### src/rtl/fwd_hazard_ctrl.sv
// fwd_hazard_ctrl: EX operand forwarding selects and load-use/branch stall-flush control (optional FWD_STALL_CNT_EN stall counter)
module fwd_hazard_ctrl #(
  parameter int REG_AW = 5,
  parameter int CNT_W  = 32
) (
  input  logic              clk,
  input  logic              rst,
  input  logic [REG_AW-1:0] rs1_d,
  input  logic [REG_AW-1:0] rs2_d,
  input  logic [REG_AW-1:0] rd_d,
  input  logic              reg_write_d,
  input  logic              is_load_d,
  input  logic              pc_src_e,
  output logic [1:0]        fwd_a_sel,
  output logic [1:0]        fwd_b_sel,
  output logic              stall_f,
  output logic              stall_d,
  output logic              flush_d,
  output logic              flush_e,
  output logic [CNT_W-1:0]  stall_count
);
  logic [REG_AW-1:0] rs1_e, rs2_e, rd_e, rd_m, rd_w;
  logic              rw_e, ld_e, rw_m, rw_w, lwstall;
  // shadow pipeline: D->E gets a bubble on flush_e, E->M and M->W always advance
  always_ff @(posedge clk) begin
    if (rst) begin
      {rs1_e, rs2_e, rd_e, rw_e, ld_e} <= '0;
      {rd_m, rw_m, rd_w, rw_w} <= '0;
    end else begin
      rs1_e <= flush_e ? '0 : rs1_d;
      rs2_e <= flush_e ? '0 : rs2_d;
      rd_e  <= flush_e ? '0 : rd_d;
      rw_e  <= flush_e ? 1'b0 : reg_write_d;
      ld_e  <= flush_e ? 1'b0 : is_load_d;
      rd_m  <= rd_e;
      rw_m  <= rw_e;
      rd_w  <= rd_m;
      rw_w  <= rw_m;
    end
  end
  // forwarding selects (MEM beats WB, x0 never forwarded) and hazard strobes; a taken branch overrides the stall
  always_comb begin
    fwd_a_sel = (rw_m && rd_m != '0 && rd_m == rs1_e) ? 2'b10 :
                (rw_w && rd_w != '0 && rd_w == rs1_e) ? 2'b01 : 2'b00;
    fwd_b_sel = (rw_m && rd_m != '0 && rd_m == rs2_e) ? 2'b10 :
                (rw_w && rd_w != '0 && rd_w == rs2_e) ? 2'b01 : 2'b00;
    lwstall   = ld_e && rd_e != '0 && (rd_e == rs1_d || rd_e == rs2_d);
    stall_f   = lwstall && !pc_src_e;
    stall_d   = lwstall && !pc_src_e;
    flush_d   = pc_src_e;
    flush_e   = pc_src_e || lwstall;
  end
`ifdef FWD_STALL_CNT_EN
  // count load-use stall cycles that actually hold the pipeline
  always_ff @(posedge clk) begin
    if (rst) stall_count <= '0;
    else if (lwstall && !pc_src_e) stall_count <= stall_count + CNT_W'(1);
  end
`else
  assign stall_count = '0;
`endif
endmodule
### config.mk
export PLATFORM = sky130hd
export DESIGN_NAME = fwd_hazard_ctrl
export DESIGN_NICKNAME = d
export VERILOG_FILES = /design/src/rtl/fwd_hazard_ctrl.sv
export SDC_FILE = /design/constraint.sdc
export NUM_CORES = 1
export LEC_CHECK = 0
export ABC_AREA = 1
export BUFFER_PORTS_ARGS = -buffer_cell sky130_fd_sc_hd__buf_2
export CAP_MARGIN = 40
export CORE_MARGIN = 2
export CORE_UTILIZATION = 35
export DETAILED_ROUTE_END_ITERATION = 10
export PLACE_DENSITY = 0.61
export SLEW_MARGIN = 40
export SYNTH_ARGS = -nofsm -noshare
export SYNTH_HDL_FRONTEND = slang
export SYNTH_SLANG_ARGS = --single-unit
### constraint.sdc
create_clock -name clk -period 2.9 [get_ports clk]
set_input_delay 0.58 -clock clk [delete_from_list [all_inputs] [get_ports clk]]
set_output_delay 0.58 -clock clk [all_outputs]
set_load 0.03 [all_outputs]
# --- Yosys cells after proc, flatten, opt, wreduce, memory -nomap -nowiden ---
# Cells that the tools add are included.
totals:
  wordCells: 35
  output_inout_bits: 40
  reg_bits: 29
  input_bits: 20
op_classes:
  reduce_logical: 16
  muxes: 4
  eq_ne: 6
ops:
  columns: ["operator", "count"]
  rows:
  - ["$eq 5x5->1", 6]
  - ["$reduce_bool 5->1", 3]
  - ["$logic_and 1x1->1", 9]
  - ["$mux 2", 2]
  - ["$logic_or 1x1->1", 2]
  - ["$mux 1", 2]
  - ["$reduce_or 2->1", 1]
  - ["$logic_not 1->1", 1]

# --- Longest topological paths before layout ---
# Gate-level depths: netlist of the first run.
logic_depth:
  word_depth: 5
  mapped_depth: 10
  mapped_depth_nobuf: 9

# --- Least setup slack after synthesis of the first run ---
# OpenSTA, ideal clock, no wires.
synth_timing:
  path_kind: "flip-flop to output port"
  from: "register rd_m[2]"
  to: "output fwd_a_sel[0]"
  t_arrival_ps: 1973
  n_path_buf: 0
  path_stages_with_launch: 6
  t_required_ps: 2320
  slack_ps: 347
  path_cell_list: "dfxtp_1 inv_1 nand4_1 nand2_1 nor4_1 nor2_1"
synth_via:
  elab_chain_len: 4
  word_cells_on_any_way: 5
  cone_classes: "eq/ne: 1; mux: 1; reduce/logical: 3"
synth_lines:
  columns: ["item", "line", "source"]
  rows:
  - ["start, declared", "22", "logic [REG_AW-1:0] rs1_e, rs2_e, rd_e, rd_m, rd_w;"]
  - ["start signal, assigned", "35", "rd_m <= rd_e;"]
  - ["$reduce_bool 5->1", "43", "fwd_a_sel = (rw_m && rd_m != '0 && rd_m == rs1_e) ? 2'b10 :"]
  - ["$logic_and 1x1->1", "43", null]
  - ["$logic_and 1x1->1 (*)", "43", null]
  - ["$mux 2 (*)", "43", null]
  - ["end, declared", "14", "output logic [1:0] fwd_a_sel,"]
# Every way passes the cells marked *; elsewhere a longest branch is shown, timed or not.

# --- Final worst setup path of the first run ---
layout_timing:
  from: "register rd_m[4]"
  to: "output fwd_a_sel[1]"
# Same word-level chain as after synthesis.

==> results of run 1 <==
[final cells by class]
class                   instances  area share [%]
multi-input cells             137           40.09
flip-flops and latches         29           34.97
repair buffers                 27           8.139
inverters                      34           7.686
clock buffers                   7           5.200
well taps                      52           3.919
[worst max-delay path, delay by kind of cell, from the launching register on]
family | cells | cell delay [ps]
buf+inv | 2 | 360
flops | 1 | 380
simple gates | 3 | 530
[cell usage in the layout (no fill, tap or decap)]
cell	netlist	routed
nor4_1	2	2
nand2_2	1	1
clkbuf_1	1	1
nand3_1	4	4
nand4_1	4	4
nand3_4	1	1
inv_1	34	34
o21ai_0	1	1
o21ai_1	1	1
nor3_1	2	2
xor2_1	10	10
conb_1	1	32
clkbuf_8	0	6
xnor2_1	12	12
dfxtp_1	29	29
buf_2	0	27
nor2_1	41	41
nand2_1	26	26
[worst paths after layout]
kind                start            to  cells past startpoint
setup / recovery  rd_m[4]  fwd_a_sel[1]                      5
hold / removal       rw_e          rw_m                      2
setup reg to reg  rd_e[2]      rs1_e[3]                      9
hold reg to reg      rw_e          rw_m                      2
[stage by stage]
step                power [mW]  instances  worst slack, ps  cell area, µm²  util, %
global placement        0.5656        279            800.1            1574    36.91
global route            0.9297        286            618.3            1660    38.94
CTS                     0.8928        286            756.9            1660    38.94
detailed placement      0.5662        279            784.8            1574    36.91
floorplan               0.5736        236            347.5            1644        -
finish                  0.8819        286            781.6            1660    38.94
[layer usage]
| metal | GRT usage (%) | share of wire [%] |
|---|---|---|
| met1 | 11.59 | 41 |
| met4 | 5.769 | 2.1 |
| met5 | 0 | 0 |
| met2 | 18.31 | 49 |
| met3 | 4.329 | 7.9 |
[cell families (layout without fill, tap and decap cells)]
group / after synthesis / count (layout)
simple gates: 81 / 81
flops: 29 / 29
buf+inv: 70 / 68
other cells: 1 / 32
xor+xnor: 22 / 22
compound gates: 2 / 2
[power by group]
part           internal [mW]  switching [mW]
combinational         0.0357          0.0974
clock                  0.188           0.138
sequential             0.412          0.0114
[state kept, by name, indices dropped and copies added (netlist names)]
| signal | flops |
|---|---|
| rw_m | 1 |
| rd_w | 5 |
| ld_e | 1 |
| rw_e | 1 |
| rw_w | 1 |
| rs1_e | 5 |
| rd_m | 5 |
| rd_e | 5 |
| rs2_e | 5 |
==> reports/summary.txt, run 1 <==
Worst path slowest cell: dfxtp_1
First-pass GRT wire length: 3.995 mm
Diode count: 0
Drt drc: 0
Yosys top cell area share: 38.00%
Clk root buf: clkbuf_8
Max-cap violations: 0
Slew Viols, Final: 0
Post-Synthesis Cells: 205
DRT Wirelength: 2.400 mm
Critical path launch point type: flip-flop
EDFF count, synth: 0
Largest net degree at the start of global routing: 18
Number of global-route vias before repair: 963
Area delta synth->final: 8.681%
Adder-Cell Fraction of Synth Area: 0%
Initial drt markers: 26
Starting Density: 35.83%
Final hold vios: 0
Ys async rst share: 0%
Req. time, crit path: 2320 ps
CTS resizes: 0
Area fraction in compound gates after synthesis: 0.6552%
Status: finished, final reports clean
Mux cell area share after synthesis: 0%
Main flop type after synthesis: dfxtp_1
Worst path max stage delay: 380 ps
CTS tree: done
Power Density: 531.1 nW/µm²
Ports: 60
Initial antenna violation count: 0
Die Ht: 70.07 µm
Post-Syn Area: 1528 µm²
Dpl hpwl: 1.949 mm
Total global routing overflow: 0
Cts hold-fix bufs: 0
Max Clk Rate: 472.1 MHz
Synth Area per Inst: 7.452 µm²
Minimum hold slack: 406.2 ps
Tcrit/Tclk final: 73.05%
Htree depth: 2
Leakage power: 0.9334 nW
# setup viols final: 0
Fill cells: 472
GP Congestion: 0.7578
IR drop worst, VDD: 0.0002770 V
Post-Synth XOR/XNOR Area: 12.61%
Die ar.: 4909 µm²
Vias per cell: 3.759
Most frequent cells after synthesis: nor2_1, buf_4, inv_1
Synth top area cells: dfxtp_1, buf_4, nor2_1, inv_1, xnor2_1
Clk_lat worst skew: 280 ps
Crit. End Element: output pin
Buffers on Ports: 27
Warnings, synthesis: 0
Setup TNS: 0 ps
Number of routed nets with antenna violations: 0
Setup CP Type: reg2out
Clock transition at path regs: 60 ps
Worst min-delay path class: reg2reg
Post-synthesis cell type count: 18
Crit path cell chain: inv_1 > nand4_1 > nand2_1 > nor4_1 > buf_2
Core area: 4264 µm²
Crit path DAT: 1540 ps
Final Critical Period: 2118 ps
CTS Buffer Depth: 2
Seq. cell area: 580.6 µm²
Post-synth top area cell: dfxtp_1
Layout cells sized above 1: 14.96%
CTS Buf Count: 5
Rows: 24
Skew final: 4.187 ps
#FFs+latches synth: 29
Sequential share of the synthesized area: 38.00%
First-pass iteration count of the detailed router: 3
WL/cell: 8.392 µm
Total GRT Usage: 10.85%
Main combinational cell family by area after synthesis: buffers and inverters
R2R setup slack: 1620 ps
Post-CTS setup buffer count: 0
RSZ-0062 raised after global routing: no
Crit-path max FO: 3
Die Width: 70.07 µm
# clock sinks: 29
Post-synthesis simple-gate area fraction: 22.44%
Most frequent cell after synthesis: nor2_1
Multi-input logic area: 665.6 µm²
Nets: 254
Vias: 1075
No activity file was read; power rests on OpenSTA's default activity.
==> run 2: changes to the inputs <==
Settings changed: ABC_AREA 1 to 0, PLACE_DENSITY 0.61 to 0.63.
Clock period 2.9 ns to 1.9 ns, I/O delays scaled along.
==> reports/summary.txt, run 2 <==
#FFs+latches synth: 29 (unchanged)
Crit path cell chain: buf_4 > xor2_1 > or4_4 > nor4_4 > buf_4
Post-synthesis simple-gate area fraction: 16.28% (-6.2 points)
Final hold vios: 0 (unchanged)
Final Critical Period: 2167 ps
Power Density: 703.9 nW/µm² (+33%)
Most frequent cell after synthesis: buf_4
Failing checks: negative setup slack
Die Ht: 70.77 µm (+1.0%)
Dpl hpwl: 2.225 mm (+14%)
Post-synthesis cell type count: 23 (+5)
Uppermost routed layer: met4
Minimum hold slack: 315.7 ps (-90.49 ps)
Clock transition at path regs: 60 ps (about the same)
Hold Path Cell Cnt: 3 (+1)
GP Congestion: 0.7920 (+4.5%)
Worst Path Buf+Inv: 2 (unchanged)
Core area: 4324 µm² (+1.4%)
Setup CP Type: reg2out
Most frequent cells after synthesis: buf_4, dfxtp_1, nand2_1
Tcrit/Tclk final: 114.1%
Worst path max stage delay: 430 ps (+50 ps)
Commonest cells after routing, fill and taps aside: conb_1, buf_2, nand2_1
WL/cell: 11.08 µm (+32%)
Post-Syn Area: 1560 µm² (+2.1%)
Req. time, crit path: 1520 ps (-800 ps)
Diode count: 0 (unchanged)
Crit-path max FO: 3 (unchanged)
Ys async rst share: 0% (unchanged)
Fill cells: 437 (-7.4%)
Sequential share of the synthesized area: 37.21% (-0.79 points)
Synth Area per Inst: 9.343 µm² (+25%)
WP depth: 5 (unchanged)
Met3 WL: 145 µm (-23%)
Total GRT Usage: 13.27% (+2.4 points)
Buffers on Ports: 27 (unchanged)
Initial antenna violation count: 0 (unchanged)
First-pass iteration count of the detailed router: 4 (+1)
Largest net degree at the start of global routing: 18 (unchanged)
Number of routed nets with antenna violations: 0 (unchanged)
Status: finished, violations left
Post-synth top area cell: dfxtp_1
Vias: 1071 (-0.37%)
Ports: 60 (unchanged)
Main flop type after synthesis: dfxtp_1
Adder-Cell Fraction of Synth Area: 0% (unchanged)
Leakage power: 0.8858 nW (-5.1%)
Dpl ws: -38.20 ps (-823.0 ps)
IR drop worst, VDD: 0.0004472 V (+61%)
Worst path slowest cell: or4_4
Nets: 228 (-10%)
Layout cells sized above 1: 40.67% (+26 points)
Overall Power: 1.370 mW (+55%)
Yosys top cell area share: 37.21% (-0.79 points)
Slew Viols, Final: 0 (unchanged)
Post-Synth XOR/XNOR Area: 16.84% (+4.2 points)
Total global routing overflow: 0 (unchanged)
Crit path DAT: 1790 ps (+250 ps)
EDFF count, synth: 0 (unchanged)
Vias per cell: 4.103 (+9.2%)
Mux cell area share after synthesis: 0% (unchanged)
Wire length on met2: 1.475 mm (+27%)
Clk_lat worst skew: 270 ps (about the same)
Max Clk Rate: 461.4 MHz
Commonest non-fill, non-tap cell in the layout: conb_1
CTS Buf Count: 5 (unchanged)
Max-cap violations: 0 (unchanged)
Delay-heaviest family, CP: simple AND/OR/NAND/NOR gates
Htree depth: 2 (unchanged)
DRT Wirelength: 2.891 mm (+20%)
# setup viols final: 7 (+7)
Die ar.: 5008 µm² (+2.0%)
Wl on met1: 1.192 mm (+20%)
# clock sinks: 29 (unchanged)
Reg2reg path depth: 4 (-5)
Rows: 24 (unchanged)
Drt drc: 0 (unchanged)
Crit. End Element: output pin
Critical path launch point type: flip-flop
Skew final: 3.919 ps (-0.2679 ps)
Initial drt markers: 26 (unchanged)
Synth top area cells: dfxtp_1, buf_4, xnor2_1, xor2_1, a21oi_2
R2R setup slack: 380 ps (-1240 ps)
Die Width: 70.77 µm (+1.0%)
Crit path top cell by count: buf_4
First-pass GRT wire length: 5.119 mm (+28%)
Worst min-delay path class: in2reg
RSZ-0062 raised after global routing: yes
Warnings, synthesis: 0 (unchanged)
Area fraction in compound gates after synthesis: 10.26% (+9.6 points)
Clk root buf: clkbuf_8
Area delta synth->final: 24.78%
Setup WS post-layout: -267.3 ps (-1049 ps)
Main combinational cell family by area after synthesis: buffers and inverters
CTS Buffer Depth: 2 (unchanged)
CTS tree: done
Post-Synthesis Cells: 167 (-19%)
Number of global-route vias before repair: 1096 (+14%)
Starting Density: 36.08% (+0.25 points)
==> run 2: layout make-up <==
type	instances	area, µm²	area share, %
repair buffers	42	284.0	14.59
clock buffers	8	80.08	4.113
well taps	52	65.06	3.342
flip-flops and latches	29	599.3	30.78
multi-input cells	130	918.4	47.17
==> run 2: cells by family (layout without fill, tap and decap cells) <==
logic type,count (synthesis),in the layout
buffers and inverters,39,50
and+or+nand+nor,46,46
AOI/OAI and AO/OA,22,22
DFF,29,29
other,1,32
xor gates and xnor gates,30,30
==> run 2: worst reg2reg max path: stages (launching register included) <==
cell,delay (ps)
dfxtp_2,320
or4_4,520
o21a_1,210
buf_4,220
a21oi_1,180
==> run 2: report_power, final <==
group,leakage (nW),total (mW),switching [mW],internal (mW)
Combinational,0.604,0.257,0.171,0.0864
Sequential,0.243,0.648,0.0195,0.628
Clock,0.0395,0.465,0.206,0.259
==> run 2: routing by layer <==
layer | up-vias | GRT usage [%]
met5 | - | 0
met4 | 0 | 6.289
met3 | 9 | 4.274
met2 | 35 | 21.29
met1 | 467 | 16.14
li1 | 560 | -
==> run 2: metrics by stage <==
stage / utilization, % / TNS, ps / instances / cell area, µm²
after floorplan: - / -128.8 / 198 / 1738
after global placement: 39.90 / -2.047 / 250 / 1725
after detailed placement: 39.90 / -69.84 / 250 / 1725
after CTS: 44.10 / -1236 / 260 / 1907
after global routing: 45.02 / -1550 / 261 / 1947
final: 45.02 / -1088 / 261 / 1947
==> run 2: what timing repair did <==
item                                    4_1_cts  5_1_grt
endpoints found under the setup margin        7        7
hold buffers                                  0        0
buffers inserted                              2        1
pin swaps                                    12        7
resized for setup                            23        8
==> run 2: final timing paths <==
kind	startpoint	end
max	rd_w[2]	fwd_a_sel[0]
min	rd_d[4]	rd_e[4]
max reg2reg	rd_e[3]	rs1_e[1]
min reg2reg	rw_e	rw_m
